**src/rtl/mmio_io_ctrl.sv**
```systemverilog
// mmio_io_ctrl
//   Memory-mapped I/O peripheral beside the block RAM on the CPU data port.
//   Decodes the I/O window (top two address bits both 1) and provides an
//   LED register, synchronized and debounced switches, latched switch
//   rising-edge events, and a prescaled 16-bit timer with a compare flag.
//
//   Register map (offset = addr[2:0], window aliases every 8 words):
//     0 SW   RO    {0, sw_db[7:0]}
//     1 LED  RW    {0, led[7:0]}
//     2 EVT  W1C   {0, evt[7:0]}
//     3 TMR  RW    timer[15:0]; a write also clears the prescaler
//     4 CMP  RW    cmp[15:0]
//     5 STAT W1C   {0, cmp_hit}
//     6 MASK RW    {0, mask[8:0]} when MMIO_IRQ_EN is defined, else reads 0
//     7      reads 0, writes ignored
//
//   Optional feature macro: MMIO_IRQ_EN (adds the MASK register and irq).
//
//   Ports:
//     clk       system clock, rising edge
//     reset     synchronous, active-low reset
//     addr      CPU memory address
//     wr_data   CPU write data
//     we        CPU write enable
//     switches  raw asynchronous board switches
//     io_sel    combinational window decode; top level muxes rd_data over BRAM
//     rd_data   combinational read data, 0 outside the window
//     LEDs      LED register contents
//     irq       registered interrupt request (MMIO_IRQ_EN only)

module mmio_io_ctrl #(
  parameter int WIDTH           = 16,
  parameter int ADDR_WIDTH      = 10,
  parameter int DEBOUNCE_CYCLES = 500000,
  parameter int PRESCALE        = 50000
) (
  input  logic                  clk,
  input  logic                  reset,
  input  logic [ADDR_WIDTH-1:0] addr,
  input  logic [WIDTH-1:0]      wr_data,
  input  logic                  we,
  input  logic [7:0]            switches,
`ifdef MMIO_IRQ_EN
  output logic                  irq,
`endif
  output logic                  io_sel,
  output logic [WIDTH-1:0]      rd_data,
  output logic [7:0]            LEDs
);

  localparam logic [2:0] OFF_SW   = 3'd0;
  localparam logic [2:0] OFF_LED  = 3'd1;
  localparam logic [2:0] OFF_EVT  = 3'd2;
  localparam logic [2:0] OFF_TMR  = 3'd3;
  localparam logic [2:0] OFF_CMP  = 3'd4;
  localparam logic [2:0] OFF_STAT = 3'd5;
`ifdef MMIO_IRQ_EN
  localparam logic [2:0] OFF_MASK = 3'd6;
`endif

  localparam logic [31:0] DCNT_LAST = 32'(DEBOUNCE_CYCLES - 1);
  // Keep the prescaler at least one bit wide so PRESCALE = 1 still builds.
  localparam int PW = (PRESCALE > 1) ? $clog2(PRESCALE) : 1;
  localparam logic [PW-1:0] PCNT_LAST = PW'(PRESCALE - 1);

  logic [2:0]    offset;
  logic          wr;
  logic          wr_led, wr_evt, wr_tmr, wr_cmp, wr_stat;

  logic [7:0]    led;
  logic [7:0]    sw_s1, sw_s2, sw_cand, sw_db;
  logic [31:0]   dcnt;
  logic          accept;
  logic [7:0]    sw_rise;
  logic [7:0]    evt;

  logic [15:0]   timer, timer_next, cmp;
  logic [PW-1:0] pcnt;
  logic          pcnt_wrap, timer_step;
  logic          cmp_hit;

`ifdef MMIO_IRQ_EN
  logic [8:0]    mask;
`endif

  // Address bits between the window decode and the offset only alias.
  logic unused_bits;
  assign unused_bits = ^{addr, wr_data};

  assign io_sel  = addr[ADDR_WIDTH-1] & addr[ADDR_WIDTH-2];
  assign offset  = addr[2:0];
  assign wr      = we & io_sel;
  assign wr_led  = wr && (offset == OFF_LED);
  assign wr_evt  = wr && (offset == OFF_EVT);
  assign wr_tmr  = wr && (offset == OFF_TMR);
  assign wr_cmp  = wr && (offset == OFF_CMP);
  assign wr_stat = wr && (offset == OFF_STAT);

  assign LEDs = led;

  always_ff @(posedge clk) begin
    if (!reset) begin
      led <= 8'h00;
    end else if (wr_led) begin
      led <= wr_data[7:0];
    end
  end

  // Two-flop synchronizer followed by a whole-vector debouncer: any change
  // of the synced vector restarts the shared stability counter.
  always_ff @(posedge clk) begin
    if (!reset) begin
      sw_s1   <= 8'h00;
      sw_s2   <= 8'h00;
      sw_cand <= 8'h00;
      sw_db   <= 8'h00;
      dcnt    <= 32'd0;
    end else begin
      sw_s1 <= switches;
      sw_s2 <= sw_s1;
      if (sw_s2 != sw_cand) begin
        sw_cand <= sw_s2;
        dcnt    <= 32'd0;
      end else if (dcnt == DCNT_LAST) begin
        sw_db <= sw_cand;
      end else begin
        dcnt <= dcnt + 32'd1;
      end
    end
  end

  // Rising edges of the debounced vector, aligned with the sw_db update.
  assign accept  = (sw_s2 == sw_cand) && (dcnt == DCNT_LAST);
  assign sw_rise = accept ? (sw_cand & ~sw_db) : 8'h00;

  // Event latches: W1C clear, a new rising edge in the same cycle wins.
  always_ff @(posedge clk) begin
    if (!reset) begin
      evt <= 8'h00;
    end else begin
      evt <= (evt & ~(wr_evt ? wr_data[7:0] : 8'h00)) | sw_rise;
    end
  end

  // Next timer value: a software load beats the prescaler tick.
  assign pcnt_wrap = (pcnt == PCNT_LAST);

  always_comb begin
    timer_next = timer;
    timer_step = 1'b0;
    if (wr_tmr) begin
      timer_next = wr_data[15:0];
      timer_step = 1'b1;
    end else if (pcnt_wrap) begin
      timer_next = timer + 16'd1;
      timer_step = 1'b1;
    end
  end

  // Timer, compare register and the sticky compare-hit flag. The hit is
  // raised only when the timer actually moves onto the compare value.
  always_ff @(posedge clk) begin
    if (!reset) begin
      timer   <= 16'h0000;
      pcnt    <= '0;
      cmp     <= 16'hFFFF;
      cmp_hit <= 1'b0;
    end else begin
      timer <= timer_next;
      if (wr_tmr || pcnt_wrap) begin
        pcnt <= '0;
      end else begin
        pcnt <= pcnt + 1'b1;
      end
      if (wr_cmp) begin
        cmp <= wr_data[15:0];
      end
      cmp_hit <= (cmp_hit & ~(wr_stat & wr_data[0])) |
                 (timer_step && (timer_next == cmp));
    end
  end

`ifdef MMIO_IRQ_EN
  // Interrupt mask and request; irq follows the flags one cycle later.
  always_ff @(posedge clk) begin
    if (!reset) begin
      mask <= 9'h000;
      irq  <= 1'b0;
    end else begin
      if (wr && (offset == OFF_MASK)) begin
        mask <= wr_data[8:0];
      end
      irq <= (|(evt & mask[7:0])) | (cmp_hit & mask[8]);
    end
  end
`endif

  // Zero-latency read mux, side-effect free.
  always_comb begin
    rd_data = '0;
    if (io_sel) begin
      case (offset)
        OFF_SW:   rd_data[7:0]  = sw_db;
        OFF_LED:  rd_data[7:0]  = led;
        OFF_EVT:  rd_data[7:0]  = evt;
        OFF_TMR:  rd_data[15:0] = timer;
        OFF_CMP:  rd_data[15:0] = cmp;
        OFF_STAT: rd_data[0]    = cmp_hit;
`ifdef MMIO_IRQ_EN
        OFF_MASK: rd_data[8:0]  = mask;
`endif
        default:  rd_data       = '0;
      endcase
    end
  end

endmodule

```
**config.mk**
```make
export PLATFORM = sky130hd
export DESIGN_NAME = mmio_io_ctrl
export DESIGN_NICKNAME = d
export VERILOG_FILES = /design/src/rtl/mmio_io_ctrl.sv
export SDC_FILE = /design/constraint.sdc
export NUM_CORES = 1
export LEC_CHECK = 0
export ABC_AREA = 1
export CORE_MARGIN = 1.5
export CORE_UTILIZATION = 40
export DETAILED_ROUTE_END_ITERATION = 10
export GPL_ROUTABILITY_DRIVEN = 0
export PLACE_DENSITY = 0.56
export SLEW_MARGIN = 10
export SYNTH_ARGS = -nofsm -noshare
export SYNTH_HDL_FRONTEND = slang
export SYNTH_SLANG_ARGS = --single-unit
```
**constraint.sdc**
```tcl
create_clock -name clk -period 3.4 [get_ports clk]
set_clock_uncertainty 0.1 [all_clocks]
set_input_delay 1.02 -clock clk [delete_from_list [all_inputs] [get_ports clk]]
set_output_delay 1.02 -clock clk [all_outputs]
set_load 0.01 [all_outputs]
```
==> out/results.ini, run 1 <==
[outcome]
outcome=finished clean

[finish]
area_delta_synth_final_pct=26.09
fin_nets=1115
layout-drive-gt1-share_pct=14.80
utilization_pct=51.81
n_fill_cell=1663
design_area_mm2=0.008259
n_antenna_cell=0

[timing]
finalSetupViolCount=0
maxSlewViolCount=0
max-slew-margin-rel_pct=55.24
hold_viol=0
tightest_slew_ps=668.9
min_period_ps=3360
finalCritPeriodShare_pct=98.83
max_freq_ghz=0.2976

[setup_path]
required_ps=2280
cpLargestDelayFamily=buffers and inverters
critical-path-max-stage-delay_ps=230
crit_path_end_kind=primary output
crit_fanout=4
path_cells=clkdlybuf4s15_2 -> nor2_4 -> nand2_2 -> buf_4 -> o22ai_1 -> a221oi_2 -> a21oi_2 -> buf_2
crit_path_top_delay_cell=clkdlybuf4s15_2
arrival_ps=2240
startpoint_type=input port
crit_type=in2out
crit_buf_inv=3

[floorplanning]
die-area_mm2=0.01715
coreArea_mm2=0.01594
rows=46
initial_core_util_pct=41.08
io_pins=62
die_y_um=131.0
die_w_um=131.0

[clocking]
cts.sinks=129
clock_path_buffers=2
clock_latency_ps=420
cts_root_buffer=clkbuf_16
cts_tree=yes
htree_levels=4
path_clk_slew_ps=60
numCtsBuffers=17

[synth]
avgSynthCellArea_um2=6.677
synthesis.nets=1021
synth_edf_count=0
ys_ff_latch=129
ys_types=47
yosys_warnings=0
netlist_area_mm2=0.006550
ys_seq_area_share_pct=39.43
synth_flop_cell=dfxtp_1
async_reset_ff_share_pct=0
syn_inst=981

[route]
drt_wl_total_um=16510
wire_per_inst_um=12.66
drt_first_pass_iters=4
routed_via_density=4.774
drc=0
postRouteAntennaNets=0
drtIter0Drc=355
vias=6225

[grt]
grt_first_pass_wirelength_um=27260
grt_use_total_pct=20.55
antenna_found_initial=0
grt_pass1_vias=5662
grt_start_max_net_pins=49
grt_overflow=0

[power_and_ir_drop]
power_w=0.003583
peakVddDrop_mv=0.4648
powerDensity_mw_per_mm2=433.8
p_leak_nw=3.542

[placed_design]
hpwl_um=12100
port_buffers=56
place_area_mm2=0.007612

[min_path]
hold_class=reg2reg

[flow_run]
drv_cap=0

## cells by family after synthesis
group,Yosys count,share of synthesized area (%)
AO/OA/AOI/OAI,165,13.41
XOR/XNOR,17,2.273
adder cells (fa/ha/maj),3,0.5731
buffers and inverters,165,9.761
flip-flops,129,39.43
AND/OR/NAND/NOR,502,34.56
## cell usage in the layout (no fill, tap or decap), types with 3 or more instances in the layout
master,n
clkinvlp_4,3
inv_6,6
xnor2_1,4
nand2_2,7
or2_2,13
nor3_1,15
nand2_1,272
xor2_1,13
buf_6,3
ha_1,3
nor4_1,3
buf_12,3
inv_2,9
nand4_1,17
nand3_1,62
clkbuf_16,17
dfxtp_1,129
buf_4,37
clkbuf_2,10
nand3_4,3
nor2_1,79
nor2_4,6
inv_8,4
a21oi_2,6
inv_1,130
a221oi_2,5
nor2_2,6
a22oi_1,3
o21ai_0,48
buf_2,7
clkdlybuf4s50_1,36
nand3b_1,3
o21ai_1,7
a21oi_1,85
## worst reg2reg max path, cell delays in order (launching register included)
cell,delay [ps]
dfxtp_1,350
ha_1,170
nand2_1,90
nor2_1,90
nand3_1,130
nor2_1,560
nand3_1,140
nand2_1,110
nand2_1,80
nand3_1,100
nand2_1,50
nor2_1,110
nand2_1,60
nor2_1,100
nand2_1,90
a21oi_2,120
## flip-flops by register name, summed over array words and instances (netlist names)
| name | cells |
|---|---|
| sw_cand | 8 |
| sw_s1 | 8 |
| dcnt | 32 |
| pcnt | 16 |
| cmp_hit | 1 |
| sw_db | 8 |
| LEDs | 8 |
| sw_s2 | 8 |
| cmp | 16 |
| evt | 8 |
| timer | 16 |
## final cells by class
class                   count  area (um^2)  area share [%]
multi-input cells         687         3432           41.55
flip-flops and latches    129         2582           31.27
repair buffers             99        848.3           10.27
inverters                 141        534.3           6.469
clock buffers              17        425.4           5.151
well taps                 216        270.3           3.272
clock inverters            15        166.4           2.015
## timing repair
action                                  CTS  global route
buffers inserted                          2             1
hold buffers                              0             0
endpoints found under the setup margin   17            15
pin swaps                                 9             4
resized for setup                        63            30
endpoints found under the hold margin     0             0
## worst paths after layout
| kind | from | end | slack (ps) | cells past startpoint |
|---|---|---|---|---|
| hold / removal | sw_s1[1]$_SDFF_PN0_ | sw_s2[1]$_SDFF_PN0_ | 310 | 2 |
| setup / recovery | addr[1] | rd_data[2] | 40 | 8 |
| setup reg to reg | pcnt[0]$_SDFF_PP0_ | cmp_hit$_SDFF_PN0_ | 880 | 15 |
| hold reg to reg | sw_s1[1]$_SDFF_PN0_ | sw_s2[1]$_SDFF_PN0_ | 310 | 2 |
## Yosys cell counts (13+ instances only)
cell | instances | area share, %
inv_1 | 132 | 7.6
nor2_1 | 81 | 4.6
o21ai_0 | 50 | 3.8
or2_2 | 13 | 1.2
a21oi_1 | 90 | 6.9
xor2_1 | 13 | 1.7
dfxtp_1 | 129 | 39
nor3_1 | 16 | 1.2
nand2_1 | 273 | 16
nand4_1 | 17 | 1.6
clkbuf_1 | 18 | 1.0
nand3_1 | 62 | 4.7
## per-layer routing
| layer | vias up | GRT usage [%] | part of all wire [%] |
|---|---|---|---|
| li1 | 3339 | - | - |
| met1 | 2783 | 26.81 | 50 |
| met2 | 88 | 33.29 | 46 |
| met3 | 15 | 5.130 | 2.7 |
| met4 | 0 | 6.723 | 1.4 |
| met5 | - | 0 | 0 |
## power by group
part	total [W]	switching [W]	leakage (nW)	internal, W
clock	0.00181	0.000771	0.282	0.00104
combinational	0.000218	0.000120	2.21	0.0000979
sequential	0.00155	0.0000166	1.05	0.00153
## stage by stage
stage | worst slack [ps] | hold WS (ps) | std cells | TNS, ps
floorplan | 148.0 | 290.5 | 981 | 0
global placement | -784.6 | 291.7 | 1269 | -12070
detailed placement | -794.3 | 298.8 | 1269 | -12340
CTS | 0.3326 | 314.2 | 1303 | 0
global route | -7.452 | 329.7 | 1304 | -7.452
finish | 39.92 | 310.2 | 1304 | 0
No activity file was read; power rests on OpenSTA's default activity.
==> run 2: changes to the inputs <==
--- a/config.mk
+++ b/config.mk
@@ -11,7 +11,6 @@
 export DETAILED_ROUTE_END_ITERATION = 10
 export GPL_ROUTABILITY_DRIVEN = 0
 export PLACE_DENSITY = 0.56
-export SLEW_MARGIN = 10
 export SYNTH_ARGS = -nofsm -noshare
 export SYNTH_HDL_FRONTEND = slang
 export SYNTH_SLANG_ARGS = --single-unit
==> results of run 2 <==
Final layout, timing and power as in run 1 (identical DEF).
